`config.mk`:
```
export PLATFORM = sky130hd
export DESIGN_NAME = cdb_arbiter
export DESIGN_NICKNAME = d
export VERILOG_FILES = /design/src/rtl/cdb_arbiter.sv
export SDC_FILE = /design/constraint.sdc
export NUM_CORES = 1
export LEC_CHECK = 0
export ABC_AREA = 1
export BUFFER_PORTS_ARGS = -buffer_cell sky130_fd_sc_hd__buf_4
export CAP_MARGIN = 20
export CORE_MARGIN = 2
export CORE_UTILIZATION = 44
export CTS_CLUSTER_SIZE = 8
export DETAILED_ROUTE_END_ITERATION = 6
export PLACE_DENSITY = 0.86
export SYNTH_ARGS = -nofsm -noshare
export SYNTH_HDL_FRONTEND = slang
export SYNTH_SLANG_ARGS = --single-unit
export TNS_END_PERCENT = 30
```
`constraint.sdc`:
```
create_clock -name clock -period 5 [get_ports clock]
set_input_delay 0.25 -clock clock [delete_from_list [all_inputs] [get_ports clock]]
set_output_delay 0.25 -clock clock [all_outputs]
set_load 0.05 [all_outputs]
```
`src/rtl/cdb_arbiter.sv`:
```
// Common-data-bus arbiter: round-robin grant with one-cycle cool-down on the
// unit just granted, then a registered broadcast of that unit's result.
module cdb_arbiter #(
  parameter int unsigned NUM_UNITS  = 4,
  parameter int unsigned DATA_WIDTH = 32,
  parameter int unsigned TAG_WIDTH  = 6
) (
  input  logic                            clock,
  input  logic                            reset,
  input  logic [NUM_UNITS-1:0]            CDB_rts,
  input  logic [NUM_UNITS-1:0]            CDB_write,
  input  logic [NUM_UNITS*DATA_WIDTH-1:0] CDB_data_in,
  input  logic [NUM_UNITS*TAG_WIDTH-1:0]  CDB_source_in,
  output logic [NUM_UNITS-1:0]            CDB_xmit,
  output logic [DATA_WIDTH-1:0]           bus_data,
  output logic [TAG_WIDTH-1:0]            bus_source,
  output logic                            bus_valid,
  output logic                            busy,
  output logic                            error
);

  localparam int unsigned PtrW = (NUM_UNITS > 1) ? $clog2(NUM_UNITS) : 1;

  logic [NUM_UNITS-1:0]  xmit_q, xmit_d;
  logic [NUM_UNITS-1:0]  eligible;
  logic [PtrW-1:0]       ptr_q, ptr_d;
  logic [PtrW-1:0]       idx;
  logic                  found;
  logic [DATA_WIDTH-1:0] bus_data_q, bus_data_d;
  logic [TAG_WIDTH-1:0]  bus_source_q, bus_source_d;
  logic                  bus_valid_q, bus_valid_d;
  logic                  error_q, error_d;
  logic [DATA_WIDTH-1:0] cap_data;
  logic [TAG_WIDTH-1:0]  cap_source;
  logic                  cap_write;

  // The current grant holder still has rts high at its retiring edge.
  assign eligible = CDB_rts & ~xmit_q;

  always_comb begin
    xmit_d = '0;
    ptr_d  = ptr_q;
    found  = 1'b0;
    idx    = '0;
    for (int unsigned off = 0; off < NUM_UNITS; off++) begin
      idx = PtrW'((32'(ptr_q) + off) % NUM_UNITS);
      if (!found && eligible[idx]) begin
        found       = 1'b1;
        xmit_d[idx] = 1'b1;
        ptr_d       = PtrW'((32'(idx) + 32'd1) % NUM_UNITS);
      end
    end
  end

  always_comb begin
    cap_data   = '0;
    cap_source = '0;
    cap_write  = 1'b0;
    for (int unsigned i = 0; i < NUM_UNITS; i++) begin
      if (xmit_q[i]) begin
        cap_data   = CDB_data_in[i*DATA_WIDTH +: DATA_WIDTH];
        cap_source = CDB_source_in[i*TAG_WIDTH +: TAG_WIDTH];
        cap_write  = CDB_write[i];
      end
    end
  end

  always_comb begin
    bus_data_d   = bus_data_q;
    bus_source_d = bus_source_q;
    bus_valid_d  = 1'b0;
    error_d      = error_q;
    if (|xmit_q) begin
      bus_data_d   = cap_data;
      bus_source_d = cap_source;
      bus_valid_d  = cap_write;
      error_d      = error_q | ~cap_write;
    end
  end

  always_ff @(posedge clock or posedge reset) begin
    if (reset) begin
      xmit_q       <= '0;
      ptr_q        <= '0;
      bus_data_q   <= '0;
      bus_source_q <= '0;
      bus_valid_q  <= 1'b0;
      error_q      <= 1'b0;
    end else begin
      xmit_q       <= xmit_d;
      ptr_q        <= ptr_d;
      bus_data_q   <= bus_data_d;
      bus_source_q <= bus_source_d;
      bus_valid_q  <= bus_valid_d;
      error_q      <= error_d;
    end
  end

  assign CDB_xmit   = xmit_q;
  assign bus_data   = bus_data_q;
  assign bus_source = bus_source_q;
  assign bus_valid  = bus_valid_q;
  assign busy       = |xmit_q;
  assign error      = error_q;

endmodule
```
==> results.json, run 1 <==
{
  "ir_drop_mv": 0.421,
  "r2r_slack_ps": 2720,
  "most-common-layout-cells": "buf_4, nand2_1, dfrtp_1",
  "hold_end": "bus_data[14]",
  "syn_inst": 321,
  "cts_buffers": 5,
  "pwr-share-comb_pct": 71.0,
  "instances_no_fill": 590,
  "cts_setup_buffers": 0,
  "cts_resized": 0,
  "first_global_vias": 3502,
  "intPower_mw": 1.39,
  "power.leakage_nw": 2.20,
  "syn-num-nets": 491,
  "crit_arrival_ps": 2330,
  "slew_viol_final": 0,
  "switching_share_pct": 55.7,
  "core_area_um2": 6280,
  "rows": 29,
  "clock_skew_ps": 10.1,
  "critical_path.top_delay_family": "buffers and inverters",
  "wl_per_cell_um": 19.0,
  "outcome": "finished clean",
  "pwr-share-seq_pct": 21.4,
  "worst_path_max_delay_cell": "inv_2",
  "synth_warnings": 0,
  "syn2layout_area_growth_pct": 59.6,
  "num_vias": 3561,
  "holdPathStages": 3,
  "clk_pin_slew_ps": 90,
  "worst_r2r_path_depth": 6,
  "clockRootBuffer": "clkbuf_8",
  "r2r_end": "bus_data[9]",
  "dr.pass1.iters": 5,
  "ys_types": 26,
  "final_common_cell": "buf_4",
  "fin_util_pct": 71.8,
  "min_from": "CDB_data_in[14]",
  "overflow": 0,
  "drtIter0Drc": 237,
  "dp_cells": 580,
  "rsz0062_at_grt": "false",
  "via_per_inst": 6.04,
  "tightest_slew_ps": 722,
  "setup_viol": 0,
  "crit_buf_inv": 3,
  "seqCellArea_um2": 1150,
  "powerDensity_nw_per_um2": 695,
  "min_period_over_period_pct": 51.5,
  "cp_common_cell": "inv_2",
  "nFillCells": 505,
  "ys_ff_latch": 46,
  "drt.antenna.violating_nets": 0,
  "die_h_um": 84.1,
  "gr-usage-all-layers_pct": 30.7,
  "htree_levels": 2,
  "start_util_pct": 45.0,
  "clock_path_buffers": 2,
  "syn_area_per_cell_um2": 8.80,
  "nets": 682,
  "switchingPower_mw": 1.75,
  "cp_max_fo": 39,
  "die_area_um2": 7080,
  "worstSetupPathType": "reg -> out",
  "yosysSeqAreaShare_pct": 40.7,
  "post-dp-hpwl_um": 8270,
  "globalplace.congestion": 0.966,
  "drive_gt1_share_pct": 46.4,
  "r2r-start": "CDB_xmit[3]",
  "cap_violations": 0,
  "routed_wirelength_um": 11200,
  "tns_ps": 0,
  "cts_sinks": 46,
  "relSlewSlack_pct": 51.8,
  "fmax_mhz": 388,
  "drc_errors": 0,
  "pwr-share-clk_pct": 7.5,
  "end_kind": "primary output",
  "grt_max_degree": 47,
  "clock_latency_ps": 300,
  "holdWs_ps": 251,
  "hold_buffers": 0,
  "grt_first_pass_wirelength_um": 17700,
  "io_buffers": 206,
  "dieWidth_um": 84.1,
  "worst_ep_required_time_ps": 4750,
  "netlist_area_um2": 2830,
  "antenna_found_initial": 0,
  "hold_viol": 0,
  "path_cells": "nor2_1 > inv_2 > nor3_4 > inv_2 > buf_4",
  "power_mw": 3.13,
  "slowest_delay_ps": 540,
  "cts_tree": "done",
  "fin_crit_ps": 2580,
  "hold_path.class": "in -> reg",
  "boundaryPins": 207,
  "critical_path.startpoint_type": "register",
  "multi_input_area_um2": 1500,
  "antenna_cells": 0
}
-- synthesized netlist by cell type --
cell | instances | area share [%]
nand3_1 | 11 | 1.9
xor2_1 | 1 | 0.31
nand2_4 | 2 | 0.80
inv_1 | 12 | 1.6
o21bai_1 | 1 | 0.27
nor2_1 | 2 | 0.27
o221ai_1 | 38 | 12
nand3_2 | 6 | 2.1
o21ai_0 | 30 | 5.3
nand2_1 | 63 | 8.4
clkbuf_1 | 16 | 2.1
inv_2 | 4 | 0.53
nand2_2 | 3 | 0.66
nand4_1 | 1 | 0.22
buf_2 | 12 | 2.1
dfrtp_1 | 46 | 41
a22oi_1 | 1 | 0.27
nor3_2 | 1 | 0.35
o22ai_1 | 1 | 0.22
nor2_4 | 1 | 0.40
a221oi_1 | 38 | 12
buf_4 | 1 | 0.27
ha_1 | 8 | 3.5
o211ai_1 | 1 | 0.27
o21ai_1 | 16 | 2.8
a21oi_1 | 5 | 0.89
-- cell type report --
type,instances,area share (%)
sequential,46,25.5
multi-input combinational,230,33.2
tap,77,2.14
timing repair buffer,213,35.8
clock buffer,7,1.92
clock inverter,1,0.111
inverter,16,1.33
-- metal layers --
metal  part of all wire [%]  wire (µm)  global-route usage, %  vias to the layer above
met2                     52       5790                   53.2                      198
li1                       -          -                      -                     1611
met5                      0          0                      0                        -
met4                    2.9        331                   11.1                        0
met3                    7.6        854                   5.21                       27
met1                     38       4260                   38.6                     1725
-- kinds of logic (layout without fill, tap and decap cells) --
group	after synthesis	count (layout)	share of synthesized area, %
buf+inv	45	237	6.64
compound gates	131	131	33.6
simple gates	90	90	15.1
xor+xnor	1	1	0.310
fa+ha+maj	8	8	3.54
flops	46	46	40.7
-- how the worst max path moves through the flow --
stage	from	endpoint	slack (ps)	depth (start not counted)
2_1_floorplan	CDB_xmit[2]	bus_data[31]	2910	7
3_3_place_gp	CDB_xmit[2]	busy	2820	5
3_5_place_dp	CDB_xmit[2]	bus_data[2]	2750	6
4_1_cts	CDB_xmit[2]	busy	2440	5
5_1_grt	CDB_xmit[2]	busy	2320	5
6_report	CDB_xmit[2]	busy	2420	5
-- sequential cells by signal, indices dropped and copies added, names as in the netlist --
name,cells
CDB_xmit,4
error,1
bus_source,6
bus_data,32
ptr_q,2
bus_valid,1
-- worst min-delay path, cell delays in order --
cell,delay [ps]
buf_4,80
a221oi_1,70
o21ai_1,120
-- power by group through the flow --
stage	sequential, mW	clock, mW	combinational [mW]
2_1_floorplan	1.19	0	1.03
3_3_place_gp	0.670	0	2.13
3_5_place_dp	0.675	0	2.21
4_1_cts	0.669	0.239	2.21
5_1_grt	0.689	0.250	2.40
6_report	0.671	0.237	2.23
-- through the flow --
stage / cell area (µm²) / worst slack (ps)
floorplan: 2830 / 2910
global placement: 4390 / 2820
detailed placement: 4390 / 2750
CTS: 4480 / 2440
global route: 4510 / 2320
finish: 4510 / 2420
Power figures use the tool's default switching activity.
==> run 2, diff against run 1 <==
--- a/config.mk
+++ b/config.mk
@@ -9,10 +9,10 @@
 export BUFFER_PORTS_ARGS = -buffer_cell sky130_fd_sc_hd__buf_4
 export CAP_MARGIN = 20
 export CORE_MARGIN = 2
-export CORE_UTILIZATION = 44
+export CORE_UTILIZATION = 37
 export CTS_CLUSTER_SIZE = 8
 export DETAILED_ROUTE_END_ITERATION = 6
-export PLACE_DENSITY = 0.86
+export PLACE_DENSITY = 0.77
 export SYNTH_ARGS = -nofsm -noshare
 export SYNTH_HDL_FRONTEND = slang
 export SYNTH_SLANG_ARGS = --single-unit
==> constraint.sdc (replaced) <==
create_clock -name clock -period 2.09 [get_ports clock]
set_input_delay 0.1045 -clock clock [delete_from_list [all_inputs] [get_ports clock]]
set_output_delay 0.1045 -clock clock [all_outputs]
set_load 0.05 [all_outputs]
==> run 2 against run 1 <==
  * Via count down 2.0%
  * Largest power group unchanged
  * Critical endpoint unchanged
  * Critical path depth did not move
  * Global-route usage down 5.2 points
  * Hold slack got worse by 150 ps
  * Clock power rose by 130%
  * Highest routed layer unchanged
==> results.json, run 2 (synthesis results as in run 1) <==
{
  "drive_gt1_share_pct": 47.3,
  "tightest_slew_ps": 445,
  "fin_crit_ps": 1930,
  "wl_per_cell_um": 17.8,
  "grt_first_pass_wirelength_um": 17200,
  "holdPathStages": 3,
  "post-dp-hpwl_um": 8360,
  "cp_max_fo": 39,
  "min_period_over_period_pct": 92.4,
  "preCtsSetupSlack_ps": 135,
  "switching_share_pct": 55.2,
  "slowest_delay_ps": 400,
  "r2r_end": "ptr_q[1]",
  "pwr-share-seq_pct": 20.7,
  "drtIter0Drc": 140,
  "setup_viol": 0,
  "core_area_um2": 7330,
  "gr-usage-met1_pct": 31.8,
  "final_design_area_no_fill_um2": 4610,
  "rows": 31,
  "antenna_cells": 0,
  "dieWidth_um": 91.4,
  "slew_viol_final": 0,
  "cts_setup_buffers": 0,
  "powerDensity_nw_per_um2": 1640,
  "drt.antenna.violating_nets": 0,
  "boundaryPins": 207,
  "end_kind": "primary output",
  "tns_ps": 0,
  "use_met3_pct": 5.64,
  "clock_path_buffers": 2,
  "fmax_mhz": 518,
  "routed_wirelength_um": 11100,
  "hold_path.class": "in -> reg",
  "power.leakage_nw": 2.24,
  "nFillCells": 633,
  "r2r-start": "ptr_q[1]",
  "switchingPower_mw": 4.16,
  "cts_buffers": 5,
  "worstSetupPathType": "reg -> out",
  "most-common-layout-cells": "buf_4, nand2_1, dfrtp_1",
  "clk_pin_slew_ps": 90,
  "htree_levels": 2,
  "clockRootBuffer": "clkbuf_8",
  "antenna_found_initial": 0,
  "crit_arrival_ps": 1830,
  "min_from": "CDB_data_in[12]",
  "pwr-share-comb_pct": 72.1,
  "pwr-share-clk_pct": 7.2,
  "r2r_slack_ps": 240,
  "nets": 691,
  "globalplace.congestion": 0.880,
  "grt.busiest_layer": "met2",
  "largest_reg_flops": 32,
  "die_h_um": 91.4,
  "setup_slack_ps": 158,
  "cts_tree": "done",
  "relSlewSlack_pct": 70.3,
  "first_global_vias": 3367,
  "gr-usage-all-layers_pct": 25.5,
  "worst_ep_required_time_ps": 1990,
  "path_cells": "nor2_1 > inv_2 > nor3_4 > inv_4 > buf_4",
  "start_util_pct": 38.5,
  "cap_violations": 0,
  "dr.pass1.iters": 5,
  "num_vias": 3491,
  "intPower_mw": 3.38,
  "critical_path.startpoint_type": "register",
  "dpl_cell_area_um2": 4510,
  "worst_path_max_delay_cell": "dfrtp_1",
  "use_met2_pct": 44.6,
  "ir_drop_mv": 0.821,
  "critical_path.top_delay_family": "buffers and inverters",
  "overflow": 0,
  "worst_r2r_path_depth": 12,
  "hold_end": "bus_data[12]",
  "grt_max_degree": 40,
  "hold_viol": 0,
  "via_per_inst": 5.62,
  "rsz0062_at_grt": "false",
  "clock_latency_ps": 300,
  "drc_errors": 0,
  "final_common_cell": "buf_4",
  "crit_buf_inv": 3,
  "syn2layout_area_growth_pct": 63.0,
  "io_buffers": 206,
  "outcome": "finished clean",
  "cts_sinks": 46,
  "power_mw": 7.54,
  "clock_skew_ps": 8.24,
  "die_area_um2": 8350
}
## run 2: tightest hold or removal path, delay by kind of cell
kind / cells / cell delay (ps)
buf+inv: 1 / 80
compound gates: 2 / 180
## run 2: per-stage QoR
step	utilization, %	std cells	hold WS, ps
3_5_place_dp	61.5	612	49.3
4_1_cts	62.8	621	96.1
5_1_grt	62.8	621	118
2_1_floorplan	-	321	315
6_report	62.8	621	104
3_3_place_gp	61.5	612	47.4
## run 2: power groups by stage
stage	combinational (mW)	clock, mW	sequential, mW
global route	5.87	0.588	1.60
detailed placement	5.42	0	1.57
global placement	5.30	0	1.57
CTS	5.44	0.560	1.56
finish	5.44	0.545	1.56
floorplan	2.47	0	2.86
## run 2: repair_timing
item / in CTS / in global routing
endpoints found under the hold margin: 9 / 0
resized for setup: 1 / 0
hold buffers: 1 / 0
setup endpoints to repair: 1 / 0
## run 2: cell type report
type | count | area [µm²] | area share (%)
well taps | 99 | 124 | 2.69
multi-input cells | 230 | 1500 | 32.6
repair buffers | 222 | 1680 | 36.5
clock inverters | 2 | 13.8 | 0.299
clock buffers | 6 | 72.6 | 1.58
flip-flops and latches | 46 | 1150 | 25.0
inverters | 16 | 62.6 | 1.36
## run 2: how the worst max path moves through the flow
stage	startpoint	slack, ps	to	depth (start not counted)
floorplan	CDB_xmit[2]	5	bus_data[31]	7
global placement	ptr_q[1]	280	ptr_q[1]	12
detailed placement	CDB_xmit[2]	130	bus_source[2]	6
CTS	CDB_xmit[2]	160	busy	5
global route	CDB_xmit[2]	50	busy	5
finish	CDB_xmit[2]	160	busy	5
## run 2: per-layer routing
layer	wire, µm	part of all wire, %
met5	0	0
met4	183	1.7
met3	861	7.8
met2	5630	51
met1	4390	40
